### src/rtl/seq_serializer.sv
// Parallel-to-serial converter feeding a downstream sequence detector.
// One-word holding buffer in front of a shift register keeps the bit stream gap-free.
module seq_serializer #(
  parameter int WIDTH     = 8,
  parameter bit MSB_FIRST = 1'b1
) (
  input  logic             clk,
  input  logic             reset,
  input  logic [WIDTH-1:0] din,
  input  logic             din_valid,
  output logic             din_ready,
  input  logic             en,
  output logic             out,
  output logic             out_valid,
  output logic             word_done
);

  localparam int CW = (WIDTH > 1) ? $clog2(WIDTH) : 1;
  localparam logic [CW-1:0] CNT_LAST = CW'(WIDTH - 1);

  typedef enum logic {
    IDLE  = 1'b0,
    SHIFT = 1'b1
  } state_t;

  state_t           state_q, state_d;
  logic [WIDTH-1:0] sreg_q, sreg_d;
  logic [WIDTH-1:0] hbuf_q, hbuf_d;
  logic             hfull_q, hfull_d;
  logic [CW-1:0]    cnt_q, cnt_d;
  logic             accept_s;
  logic             load_s;
  logic             last_s;

  // Move the register one position toward whichever end feeds the output.
  function automatic logic [WIDTH-1:0] shift_one(input logic [WIDTH-1:0] v);
    logic [WIDTH-1:0] r;
    if (MSB_FIRST) begin
      r = {v[WIDTH-2:0], 1'b0};
    end else begin
      r = {1'b0, v[WIDTH-1:1]};
    end
    return r;
  endfunction

  assign din_ready = reset & ~hfull_q;
  assign accept_s  = din_valid & din_ready;
  assign last_s    = (cnt_q == CNT_LAST);

  // Shift engine next-state logic.
  always_comb begin
    state_d = state_q;
    sreg_d  = sreg_q;
    cnt_d   = cnt_q;
    load_s  = 1'b0;
    case (state_q)
      IDLE: begin
        if (en && hfull_q) begin
          load_s  = 1'b1;
          sreg_d  = hbuf_q;
          cnt_d   = {CW{1'b0}};
          state_d = SHIFT;
        end else begin
          state_d = IDLE;
        end
      end
      SHIFT: begin
        if (!en) begin
          state_d = SHIFT;
        end else if (!last_s) begin
          sreg_d = shift_one(sreg_q);
          cnt_d  = cnt_q + CW'(1);
        end else if (hfull_q) begin
          // Back-to-back reload so the next word follows with no idle cycle.
          load_s  = 1'b1;
          sreg_d  = hbuf_q;
          cnt_d   = {CW{1'b0}};
          state_d = SHIFT;
        end else begin
          state_d = IDLE;
        end
      end
      default: begin
        state_d = IDLE;
      end
    endcase
  end

  // Holding buffer: a new transfer wins over the drain caused by a load.
  always_comb begin
    hbuf_d  = hbuf_q;
    hfull_d = hfull_q;
    if (accept_s) begin
      hbuf_d  = din;
      hfull_d = 1'b1;
    end else if (load_s) begin
      hfull_d = 1'b0;
    end else begin
      hfull_d = hfull_q;
    end
  end

  // Serial outputs, valid only while the engine is shifting and enabled.
  always_comb begin
    out_valid = 1'b0;
    out       = 1'b0;
    word_done = 1'b0;
    if (state_q == SHIFT && en) begin
      out_valid = 1'b1;
      out       = MSB_FIRST ? sreg_q[WIDTH-1] : sreg_q[0];
      word_done = last_s;
    end else begin
      out_valid = 1'b0;
    end
  end

  // State and datapath registers.
  always_ff @(posedge clk or negedge reset) begin
    if (!reset) begin
      state_q <= IDLE;
      sreg_q  <= {WIDTH{1'b0}};
      hbuf_q  <= {WIDTH{1'b0}};
      hfull_q <= 1'b0;
      cnt_q   <= {CW{1'b0}};
    end else begin
      state_q <= state_d;
      sreg_q  <= sreg_d;
      hbuf_q  <= hbuf_d;
      hfull_q <= hfull_d;
      cnt_q   <= cnt_d;
    end
  end

endmodule

### config.mk
export PLATFORM = sky130hd
export DESIGN_NAME = seq_serializer
export DESIGN_NICKNAME = d
export VERILOG_FILES = /design/src/rtl/seq_serializer.sv
export SDC_FILE = /design/constraint.sdc
export NUM_CORES = 1
export LEC_CHECK = 0
export BUFFER_PORTS_ARGS = -buffer_cell sky130_fd_sc_hd__buf_2
export CORE_MARGIN = 1
export CORE_UTILIZATION = 40
export CTS_BUF_LIST = sky130_fd_sc_hd__clkbuf_4 sky130_fd_sc_hd__clkbuf_8
export CTS_CLUSTER_DIAMETER = 200
export CTS_CLUSTER_SIZE = 10
export DETAILED_ROUTE_END_ITERATION = 6
export GPL_TIMING_DRIVEN = 0
export SYNTH_ARGS = -nofsm -noshare
export SYNTH_HDL_FRONTEND = slang
export SYNTH_SLANG_ARGS = --single-unit
### constraint.sdc
create_clock -name clk -period 3.8 [get_ports clk]
set_input_delay 0.19 -clock clk [delete_from_list [all_inputs] [get_ports clk]]
set_output_delay 0.19 -clock clk [all_outputs]
set_load 0.005 [all_outputs]
==> impl_results.md <==
- Count of antenna-violating nets left after detailed routing: 0
- Critical Path AT: 2.09 ns
- Leakage Power: 0.587 nW
- Portion of the post-synthesis area used by sequential elements: 51.8%
- Simple logic cell fraction of the synthesized area: 6.78%
- Cell type contributing the most total cell area after synthesis: dfrtp_1
- Highest achievable clock rate: 528 MHz
- Setup slack after placement: 1.91 ns
- Critical path start-end classification: reg2reg
- Top cells by area in the synthesized netlist: dfrtp_1 52%, mux2_4 21%, mux2_2 10%, ha_1 2.5%, mux2i_1 2.0%
- Routability Congestion: 0.658
- Routed via count divided by cell count: 4.93
- Count of placed standard cells in the final layout, fillers left out: 118
- Post-route minimum period: 1.89 ns
- WP data required: 3.99 ns
- Fraction of final layout cells with drive strength greater than 1: 54.4%
- Multiplexer fraction of the synthesized cell area: 32.7%
- Placed inst area: 1120 µm²
- Net count reported at finish: 105
- Estimated wirelength of the detail-placed design: 1.06 mm
- Count of TritonRoute iterations in the first routing pass: 3
- Global-route wire length before repair: 2.68 mm
- DRC violation count after routing: 0
- Kind of end point of the critical path: flop
- Core area: 2300 µm²
- Result of the run: completed
- Leftover overflow at the end of global routing: 0
- Initial core utilization: 44.2%
- Site row count: 17
- Number of max-cap violations: 0
- Unrepaired setup endpoints after global routing: false
- Number of clock sinks: 21
- Relative slew slack: 68.4%
- Buffer type at the clock tree root: clkbuf_4
- Vias in the first global route: 581
- Post-synthesis instance total: 70
- Maximum number of pins on one net before global-route repair: 23
- Cells after DPL: 113
- Pwr Density: 755 nW/µm²
- Setup TNS: 0 ns
- Starting DRC count in detailed routing: 8
- Register bit count reported by yosys: 21
- Layout Skew: 0.000783 ns
- Die boundary height: 52.4 µm
- Post-cts sizing count: 0
- Initial antenna violation count: 0
- Startpoint types: flop
- Clock latency on the worst-skew pair: 0.29 ns
- Adder-Cell Fraction of Synth Area: 2.47%
- Most frequently used flop master after synthesis: dfrtp_1
- Diode count: 0
- Measured slew at the worst slew-check pin: 0.474 ns
- Proportion of netlist area held by the largest area contributor: 51.8%
- Final wirelength: 1.55 mm
- Number of max-slew violations in the final report: 0
- Design area: 1160 µm²
- Post-synthesis share of cell area spent on xor and xnor gates: 0%
- Routed vias: 582
- Count of synthesis-stage warnings from yosys: 0
- Post-synthesis compound-gate area fraction: 2.96%
- Post-CTS setup buffer count: 0
- Wire length per cell: 13.1 µm
- Area growth from synthesis to layout: 14.8%
- Post-synthesis net count: 84
- Number of buffers inserted by port buffering: 15
- EDFF count, synth: 0
- Synth cell types: 19
- H-tree depth: 1
- Floorplan die width: 52.4 µm
- CTS clk-pin slew, worst paths: 0.11 ns
- Longest Clk Path Bufs: 2
- Die Footprint: 2740 µm²
- Finished Core Util: 50.7%
- Highest net fanout along the worst path: 10
- Synth top cells by count: 21 x dfrtp_1, 14 x mux2_4, 9 x mux2_2, 4 x inv_1, 4 x nand2_1
- Hold/Removal Path Class: in2reg
- CTS buffer count: 3
- Most common cell in the synthesized netlist: dfrtp_1
- Fin. Hold Viols: 0
- Share of synthesized flip-flops with an asynchronous set or reset: 100%
- Largest voltage drop on the vdd net: 0.408 mV
- Netlist area before placement: 1010 µm²
- TritonCTS clock tree: built
- Final number of setup-violating endpoints: 0
- Synthesized area per cell: 14.5 µm²
- Total global routing track utilization: 14.0%
- Dominant combinational cell family by area after synthesis: multiplexers
- Final worst-path cycle share: 49.8%
- Setup slack after layout: 1.91 ns
- Number of I/O pins: 16
==> layout by cell type, fill, tap and decap left out, drive strengths merged <==
master and instances:
nand4 1, and3 2, nor2 1, dfrtp 21, a22o 1, inv 4
and2 2, ha 2, mux2i 2, nor2b 1, nand2 4, nand2b 1
o21ai 2, mux2 23, buf 17, dlygate4sd3 1, clkbuf 4, a21boi 1
==> worst paths after layout <==
path	startpoint	end	slack (ns)	cells after the start
worst min register to register	sreg_q[7]	sreg_q[7]	0.52	1
max in group asynchronous	reset	hbuf_q[7]	3.11	2
worst max-delay path	cnt_q[0]	cnt_q[0]	1.91	6
worst max register to register	cnt_q[0]	cnt_q[0]	1.91	6
min in group asynchronous	reset	sreg_q[7]	0.36	2
worst min-delay path	din[1]	hbuf_q[1]	0.11	2
==> layout make-up <==
class / count / area, µm²
clock buffers: 4 / 30.0
plain buffers: 2 / 18.8
flip-flops and latches: 21 / 526
repair buffers: 16 / 85.1
fillers: 199 / 1130
inverters: 4 / 15.0
multi-input cells: 43 / 455
well taps: 28 / 35.0
==> registers in the layout (all words and copies together) (netlist names) <==
name / cells
hbuf_q: 8
sreg_q: 8
cnt_q: 3
hfull_q: 1
state_q: 1
==> cell families after synthesis <==
group	count (synthesis)
AOI/OAI and AO/OA	4
and+or+nand+nor	12
muxes	25
buffers and inverters	6
DFF	21
adders and majority gates	2
==> report_power, final <==
part	switching [mW]	internal [mW]
Combinational	0.127	0.249
Sequential	0.0643	0.326
Clock	0.0641	0.0480
Total	0.256	0.623
==> routing by layer <==
layer  GRT usage [%]  part of all wire (%)  up-vias
met3            6.09                   4.2        2
li1                -                     -      284
met1            17.2                    48      286
met5               0                     0        -
met2            21.5                    47       10
met4            5.26                   1.0        0
==> worst max-delay path, cell delays in order, from the launching register on <==
cell and delay [ns]:
dfrtp_1 0.41, ha_1 0.20, ha_1 0.20, nand2b_2 0.20, a21boi_2 0.18, buf_4 0.24
mux2_2 0.35
==> repair_timing <==
item,4_1_cts,5_1_grt
setup endpoints to repair,0,0
hold buffers,1,0
hold endpoints to repair,21,0
==> stage by stage <==
step / power (mW) / hold WS [ns]
2_1_floorplan: 0.702 / -0.106
5_1_grt: 0.949 / 0.0805
3_5_place_dp: 0.775 / 0.180
6_report: 0.879 / 0.114
4_1_cts: 0.891 / 0.101
3_3_place_gp: 0.762 / 0.178
No activity file was read; power rests on OpenSTA's default activity.
